$ cat src/rtl/notch_result_packetizer.sv
`default_nettype none
// ============================================================================
// Module   : notch_result_packetizer
// Purpose  : Accepts float32 results from the notch filter over a
//            valid/ack handshake, queues them in a small FIFO and sends each
//            one as a 6-byte frame on a valid/ready byte stream:
//            HEADER, data[31:24], data[23:16], data[15:8], data[7:0], XOR.
// Ports    : i_CLK / i_RST        clock, synchronous active-high reset
//            i_result[31:0]       result word, held stable while valid
//            i_result_valid       producer request
//            o_result_ack         one-cycle pulse after a capture edge
//            o_byte[7:0]          frame byte
//            o_byte_valid         frame byte valid
//            i_byte_ready         downstream accepts byte
//            o_fifo_full          FIFO holds FIFO_DEPTH entries
//            o_busy               frame in progress or FIFO non-empty
// Revision : 1.0 - initial release
// ============================================================================
module notch_result_packetizer #(
  parameter int          FIFO_DEPTH = 4,
  parameter logic [7:0]  HEADER     = 8'hA5
) (
  input  logic        i_CLK,
  input  logic        i_RST,
  input  logic [31:0] i_result,
  input  logic        i_result_valid,
  output logic        o_result_ack,
  output logic [7:0]  o_byte,
  output logic        o_byte_valid,
  input  logic        i_byte_ready,
  output logic        o_fifo_full,
  output logic        o_busy
);

  localparam int              c_AW    = (FIFO_DEPTH > 1) ? $clog2(FIFO_DEPTH) : 1;
  localparam int              c_CW    = c_AW + 1;
  localparam logic [c_CW-1:0] c_DEPTH = c_CW'(FIFO_DEPTH);

  typedef enum logic [1:0] {
    S_IDLE  = 2'd0,
    S_HDR   = 2'd1,
    S_DATA  = 2'd2,
    S_CKSUM = 2'd3
  } state_t;

  logic [31:0]     r_mem [FIFO_DEPTH];
  logic [c_AW-1:0] r_wr_ptr, r_rd_ptr;
  logic [c_CW-1:0] r_count, w_count_nxt;
  logic            r_armed, r_ack, r_fifo_full, r_busy;
  state_t          r_state, w_state_nxt;
  logic [31:0]     r_shift, w_shift_nxt;
  logic [7:0]      r_cksum, w_cksum_nxt;
  logic [7:0]      r_byte, w_byte_nxt;
  logic [1:0]      r_idx, w_idx_nxt;
  logic            r_byte_valid, w_byte_valid_nxt;
  logic            w_capture, w_pop, w_accept, w_fifo_empty;

  assign w_fifo_empty = (r_count == '0);
  assign w_accept     = r_byte_valid && i_byte_ready;
  // Fullness is judged on the pre-edge count, so a pop in the same cycle
  // never makes room for that cycle's capture.
  assign w_capture    = i_result_valid && r_armed && (r_count != c_DEPTH);

  always_comb begin
    w_state_nxt      = r_state;
    w_shift_nxt      = r_shift;
    w_cksum_nxt      = r_cksum;
    w_byte_nxt       = r_byte;
    w_idx_nxt        = r_idx;
    w_byte_valid_nxt = r_byte_valid;
    w_pop            = 1'b0;

    case (r_state)
      S_IDLE: begin
        if (!w_fifo_empty) w_pop = 1'b1;
      end
      S_HDR: begin
        if (w_accept) begin
          w_byte_nxt  = r_shift[31:24];
          w_cksum_nxt = r_shift[31:24];
          w_shift_nxt = {r_shift[23:0], 8'h00};
          w_idx_nxt   = 2'd0;
          w_state_nxt = S_DATA;
        end
      end
      S_DATA: begin
        if (w_accept) begin
          w_idx_nxt = r_idx + 2'd1;
          if (r_idx != 2'd3) begin
            // The next data byte always sits at the top of the shift register.
            w_byte_nxt  = r_shift[31:24];
            w_cksum_nxt = r_cksum ^ r_shift[31:24];
            w_shift_nxt = {r_shift[23:0], 8'h00};
          end else begin
            w_byte_nxt  = r_cksum;
            w_state_nxt = S_CKSUM;
          end
        end
      end
      S_CKSUM: begin
        if (w_accept) begin
          if (!w_fifo_empty) begin
            w_pop = 1'b1;
          end else begin
            w_byte_valid_nxt = 1'b0;
            w_state_nxt      = S_IDLE;
          end
        end
      end
      default: w_state_nxt = S_IDLE;
    endcase

    // Shared frame start: from IDLE, or straight out of CKSUM for
    // back-to-back frames without an idle cycle.
    if (w_pop) begin
      w_shift_nxt      = r_mem[r_rd_ptr];
      w_cksum_nxt      = 8'h00;
      w_byte_nxt       = HEADER;
      w_byte_valid_nxt = 1'b1;
      w_state_nxt      = S_HDR;
    end

    case ({w_capture, w_pop})
      2'b10:   w_count_nxt = r_count + c_CW'(1);
      2'b01:   w_count_nxt = r_count - c_CW'(1);
      default: w_count_nxt = r_count;
    endcase
  end

  always_ff @(posedge i_CLK) begin
    if (i_RST) begin
      r_state      <= S_IDLE;
      r_wr_ptr     <= '0;
      r_rd_ptr     <= '0;
      r_count      <= '0;
      r_armed      <= 1'b1;
      r_ack        <= 1'b0;
      r_fifo_full  <= 1'b0;
      r_busy       <= 1'b0;
      r_shift      <= '0;
      r_cksum      <= '0;
      r_byte       <= '0;
      r_idx        <= '0;
      r_byte_valid <= 1'b0;
    end else begin
      r_state      <= w_state_nxt;
      r_shift      <= w_shift_nxt;
      r_cksum      <= w_cksum_nxt;
      r_byte       <= w_byte_nxt;
      r_idx        <= w_idx_nxt;
      r_byte_valid <= w_byte_valid_nxt;
      r_count      <= w_count_nxt;
      r_fifo_full  <= (w_count_nxt == c_DEPTH);
      r_busy       <= (w_state_nxt != S_IDLE) || (w_count_nxt != '0);
      r_ack        <= w_capture;
      if (w_capture) r_wr_ptr <= r_wr_ptr + 1'b1;
      if (w_pop)     r_rd_ptr <= r_rd_ptr + 1'b1;
      // One entry per valid assertion: re-arm only once valid is seen low.
      if (w_capture)           r_armed <= 1'b0;
      else if (!i_result_valid) r_armed <= 1'b1;
    end
  end

  // Storage needs no reset; the pointers and count define what is valid.
  always_ff @(posedge i_CLK) begin
    if (w_capture) r_mem[r_wr_ptr] <= i_result;
  end

  assign o_result_ack = r_ack;
  assign o_byte       = r_byte;
  assign o_byte_valid = r_byte_valid;
  assign o_fifo_full  = r_fifo_full;
  assign o_busy       = r_busy;

endmodule
`default_nettype wire

$ cat config.mk
export PLATFORM = sky130hd
export DESIGN_NAME = notch_result_packetizer
export DESIGN_NICKNAME = d
export VERILOG_FILES = /design/src/rtl/notch_result_packetizer.sv
export SDC_FILE = /design/constraint.sdc
export NUM_CORES = 1
export LEC_CHECK = 0
export CORE_MARGIN = 2
export CORE_UTILIZATION = 58
export DETAILED_ROUTE_END_ITERATION = 12
export PLACE_DENSITY = 0.78
export SYNTH_ARGS = -nofsm -noshare
export SYNTH_HDL_FRONTEND = slang
export SYNTH_SLANG_ARGS = --single-unit
$ cat constraint.sdc
create_clock -name i_CLK -period 3.7 [get_ports i_CLK]
set_input_delay 0.925 -clock i_CLK [delete_from_list [all_inputs] [get_ports i_CLK]]
set_output_delay 0.925 -clock i_CLK [all_outputs]
set_load 0.005 [all_outputs]
==> implementation parameters, run 1 <==
Parameter                              Value

Outcome
  Status    finished, final reports clean

Clock tree
  Clock root buffer    sky130_fd_sc_hd__clkbuf_16
  CTS tree    yes
  Worst-case clock buffer depth    2
  Number of H-tree levels    4
  TritonCTS Sinks    194
  Setup Fix Bufs, Post-CTS    0
  Post-cts gate resize count    0
  Clock-pin slew on the worst setup and hold paths    0.06 ns
  Number of hold buffers added after CTS    0
  CTS Buf Count    17
  Insertion delay to the later sink of the worst-skew pair    0.43 ns

Power
  Worst ir drop on vdd    0.385 mV
  Reported leakage power    2.90 nW
  Power per Cell Area    677 nW/um2

Synth
  Portion of the post-synthesis area used by sequential elements    68.4%
  Flip-flop and latch count after synthesis    194
  FFs w/ async S/R, synth    0%
  Leading post-synthesis cells by instance count    sky130_fd_sc_hd__edfxtp_1, sky130_fd_sc_hd__nand2_1, sky130_fd_sc_hd__dfxtp_1, sky130_fd_sc_hd__nor2_1, sky130_fd_sc_hd__mux4_2
  Top flip-flop cell by instance count after synthesis    sky130_fd_sc_hd__edfxtp_1
  Share of the synthesized area in the top cell type    50.9%
  Synthesized instance count    521
  Avg Inst Size Synth    14.5 um2
  Net count after synthesis    569
  Most instantiated library cell after synthesis    sky130_fd_sc_hd__edfxtp_1
  Number of enable-type register cells in the synthesized netlist    128
  Top cells by area in the synthesized netlist    sky130_fd_sc_hd__edfxtp_1, sky130_fd_sc_hd__dfxtp_1, sky130_fd_sc_hd__mux4_2, sky130_fd_sc_hd__nand2_1, sky130_fd_sc_hd__a311oi_1
  Cell type with the largest total area after synthesis    sky130_fd_sc_hd__edfxtp_1
  Distinct cells, synth    43
  Synthesized cell area    7550 um2
  Yosys synthesis warning count    0

STA
  Final Skew    0.00747 ns
  Hold Fails Final Rpt    0
  FMAX    303 MHz
  Tightest Pin Transition    0.949 ns
  Count of pins over their slew limit    0
  Relative slew margins    36.8%
  Final Critical Period    3.30 ns
  Share of the clock period used by the worst path after layout    89.1%
  RSZ-0062 raised after global routing    no
  Min setup slack post-route    0.404 ns
  Count of final setup violators    0

Routing
  Remaining number of nets flagged by the antenna check after routing    0
  Routed via count    4,420
  DR pass1 iterations    5
  Routed vias/inst    5.86
  Total wire length    13.5 mm
  Number of remaining DRC errors    0
  Detailed router's first-iteration violation count    389
  Routed wire length per instance    17.9 um

Critical path
  Maximum fanout along the worst path    3
  CP required    4.01 ns
  Startpoint type of the worst setup path    primary input
  Kind of critical path    in -> reg
  Biggest cell delay along the critical path    0.48 ns
  Cell with the largest stage delay on the worst path    sky130_fd_sc_hd__clkdlybuf4s50_1
  Worst path cell trace    clkdlybuf4s50_1, a31oi_1, or3_2, inv_1, ha_1, inv_1, fa_1, xor2_1, nor2_1, mux2_2, a2111o_1
  Type of element capturing the critical path    flop
  Worst EP arrival    3.61 ns
  Most frequent cell on the critical path    sky130_fd_sc_hd__inv_1

Global route
  Global router's overall resource usage    20.5%
  Highest-utilization routing layer at the global route stage    met2
  Met2 track utilization from global routing    33.3%
  Met1 demand-to-capacity share in global routing    27.2%
  Gr ovfl total    0
  First-pass GRT wire length    22.0 mm
  Maximum number of pins on one net before global-route repair    65
  Vias in the first global route    4,314
  Met3 routing resource usage after global routing    4.75%
  Number of antenna violations at the first check in global routing    0

Place
  Post-DP HPWL    8.23 mm
  Area post-placement    8190 um2
  Pre-CTS setup slack    -0.0167 ns
  Final weighted congestion of routability-driven global placement    0.777
  Port-buffer cells    47

Run
  Max-cap violations    0

Finish
  Layout-stage area growth over the synthesis result    16.8%
  Final core area utilization    69.6%
  Post-route cell area    8810 um2
  Ratio of cells with drive above 1 in the final layout    14.3%
  Number of nets in the finished design    617
  Antenna Diode Count    0
  FILL cells    888

Die
  Placement Rows    41
  Height of the die    118 um
  Full die area    13,900 um2
  Core area    12,700 um2
  Initial standard-cell utilization of the core    59.6%
  Horizontal die dimension    118 um
  Number of I/O pins    48

Worst hold path
  Worst min-delay path class    reg -> reg
-- state kept, by name, summed over array words and instances (netlist names), named ones only --
signal / count
r_idx: 2
r_mem: 128
o_busy: 1
r_rd_ptr: 2
o_byte_valid: 1
r_count: 3
r_armed: 1
o_byte: 8
r_cksum: 8
r_wr_ptr: 2
o_result_ack: 1
r_state: 2
o_fifo_full: 1
r_shift: 32
-- worst max-delay path, delay by kind of cell --
kind                     cells  cell delay, ns
buffers and inverters        3            0.62
adder cells (fa/ha/maj)      2            0.55
multiplexers                 1            0.36
XOR/XNOR                     1            0.15
AO/OA/AOI/OAI                2            0.41
AND/OR/NAND/NOR              2            0.58
-- power by group --
| part | internal, mW | switching [mW] | leakage (nW) |
|---|---|---|---|
| combinational | 0.575 | 0.622 | 0.893 |
| sequential | 2.63 | 0.201 | 1.71 |
| clock | 1.19 | 0.748 | 0.301 |
| total | 4.40 | 1.57 | 2.90 |
-- per-stage QoR --
step,instances,hold WS [ns],TNS (ns),total power [mW]
2_1_floorplan,521,0.444,0,3.70
3_3_place_gp,722,0.452,0,4.03
3_5_place_dp,722,0.465,-0.0167,4.08
4_1_cts,754,0.475,0,6.01
5_1_grt,754,0.490,0,6.24
6_report,754,0.472,0,5.97
-- cell usage in the layout, fill, tap and decap left out, types with 2 or more instances in the layout --
cell type | netlist | final
sky130_fd_sc_hd__a21oi_1 | 18 | 18
sky130_fd_sc_hd__a22oi_1 | 9 | 9
sky130_fd_sc_hd__a311oi_1 | 24 | 24
sky130_fd_sc_hd__a31oi_1 | 6 | 6
sky130_fd_sc_hd__and2_1 | 4 | 4
sky130_fd_sc_hd__buf_4 | 3 | 15
sky130_fd_sc_hd__bufinv_16 | 0 | 5
sky130_fd_sc_hd__clkbuf_1 | 12 | 3
sky130_fd_sc_hd__clkbuf_16 | 0 | 17
sky130_fd_sc_hd__clkdlybuf4s50_1 | 0 | 46
sky130_fd_sc_hd__clkinv_2 | 0 | 3
sky130_fd_sc_hd__dfxtp_1 | 66 | 64
sky130_fd_sc_hd__dfxtp_2 | 0 | 2
sky130_fd_sc_hd__edfxtp_1 | 128 | 128
sky130_fd_sc_hd__ha_1 | 11 | 11
sky130_fd_sc_hd__inv_1 | 12 | 12
sky130_fd_sc_hd__mux4_2 | 32 | 32
sky130_fd_sc_hd__nand2_1 | 69 | 69
sky130_fd_sc_hd__nand3_1 | 11 | 11
sky130_fd_sc_hd__nor2_1 | 45 | 45
sky130_fd_sc_hd__nor2b_1 | 6 | 6
sky130_fd_sc_hd__nor3_1 | 3 | 3
sky130_fd_sc_hd__o211ai_1 | 9 | 9
sky130_fd_sc_hd__o21ai_0 | 3 | 3
sky130_fd_sc_hd__xnor2_1 | 10 | 10
-- final timing paths --
kind	startpoint	end	slack (ns)	depth (start not counted)
max	i_byte_ready	o_busy$_SDFF_PP0_	0.40	11
min	r_shift[5]$_SDFFE_PP0P_	r_shift[5]$_SDFFE_PP0P_	0.47	2
max reg2reg	r_state[0]$_SDFF_PP0_	o_busy$_SDFF_PP0_	0.68	11
min reg2reg	r_shift[5]$_SDFFE_PP0P_	r_shift[5]$_SDFFE_PP0P_	0.47	2
-- final cells by class --
type                            instances  area (um2)  share of cell area (%)
Sequential cell                       194        5170                    58.6
Multi-Input combinational cell        282        2180                    24.7
Timing Repair Buffer                   62         578                    6.56
Clock buffer                           20         437                    4.95
Tap cell                              172         215                    2.44
Clock inverter                         12         190                    2.16
Inverter                               12        45.0                   0.511
-- logic make-up after synthesis --
family                   after synthesis  share of synthesized area (%)
AO/OA/AOI/OAI                         76                           7.23
XOR/XNOR                              11                           1.28
adder cells (fa/ha/maj)               12                           2.09
buffers and inverters                 45                           2.67
flip-flops                           194                           68.4
multiplexers                          34                           9.83
AND/OR/NAND/NOR                      149                           8.46
-- per-layer routing --
layer  up-vias  routed length, um  share of wire, %
met1      2203               5870                43
met2       144               6750                50
met5         -                  0                 0
met3        20                648               4.8
met4         0                258               1.9
li1       2053                  -                 -
Note: power is estimated with default switching activity, not from simulation.
==> run 2: changes to the inputs <==
--- a/config.mk
+++ b/config.mk
@@ -9,6 +9,7 @@
 export CORE_UTILIZATION = 58
 export DETAILED_ROUTE_END_ITERATION = 12
 export PLACE_DENSITY = 0.78
+export SETUP_SLACK_MARGIN = 0.1
 export SYNTH_ARGS = -nofsm -noshare
 export SYNTH_HDL_FRONTEND = slang
 export SYNTH_SLANG_ARGS = --single-unit
==> results of run 2 <==
No change in the layout: final DEF, timing and power equal those of run 1.
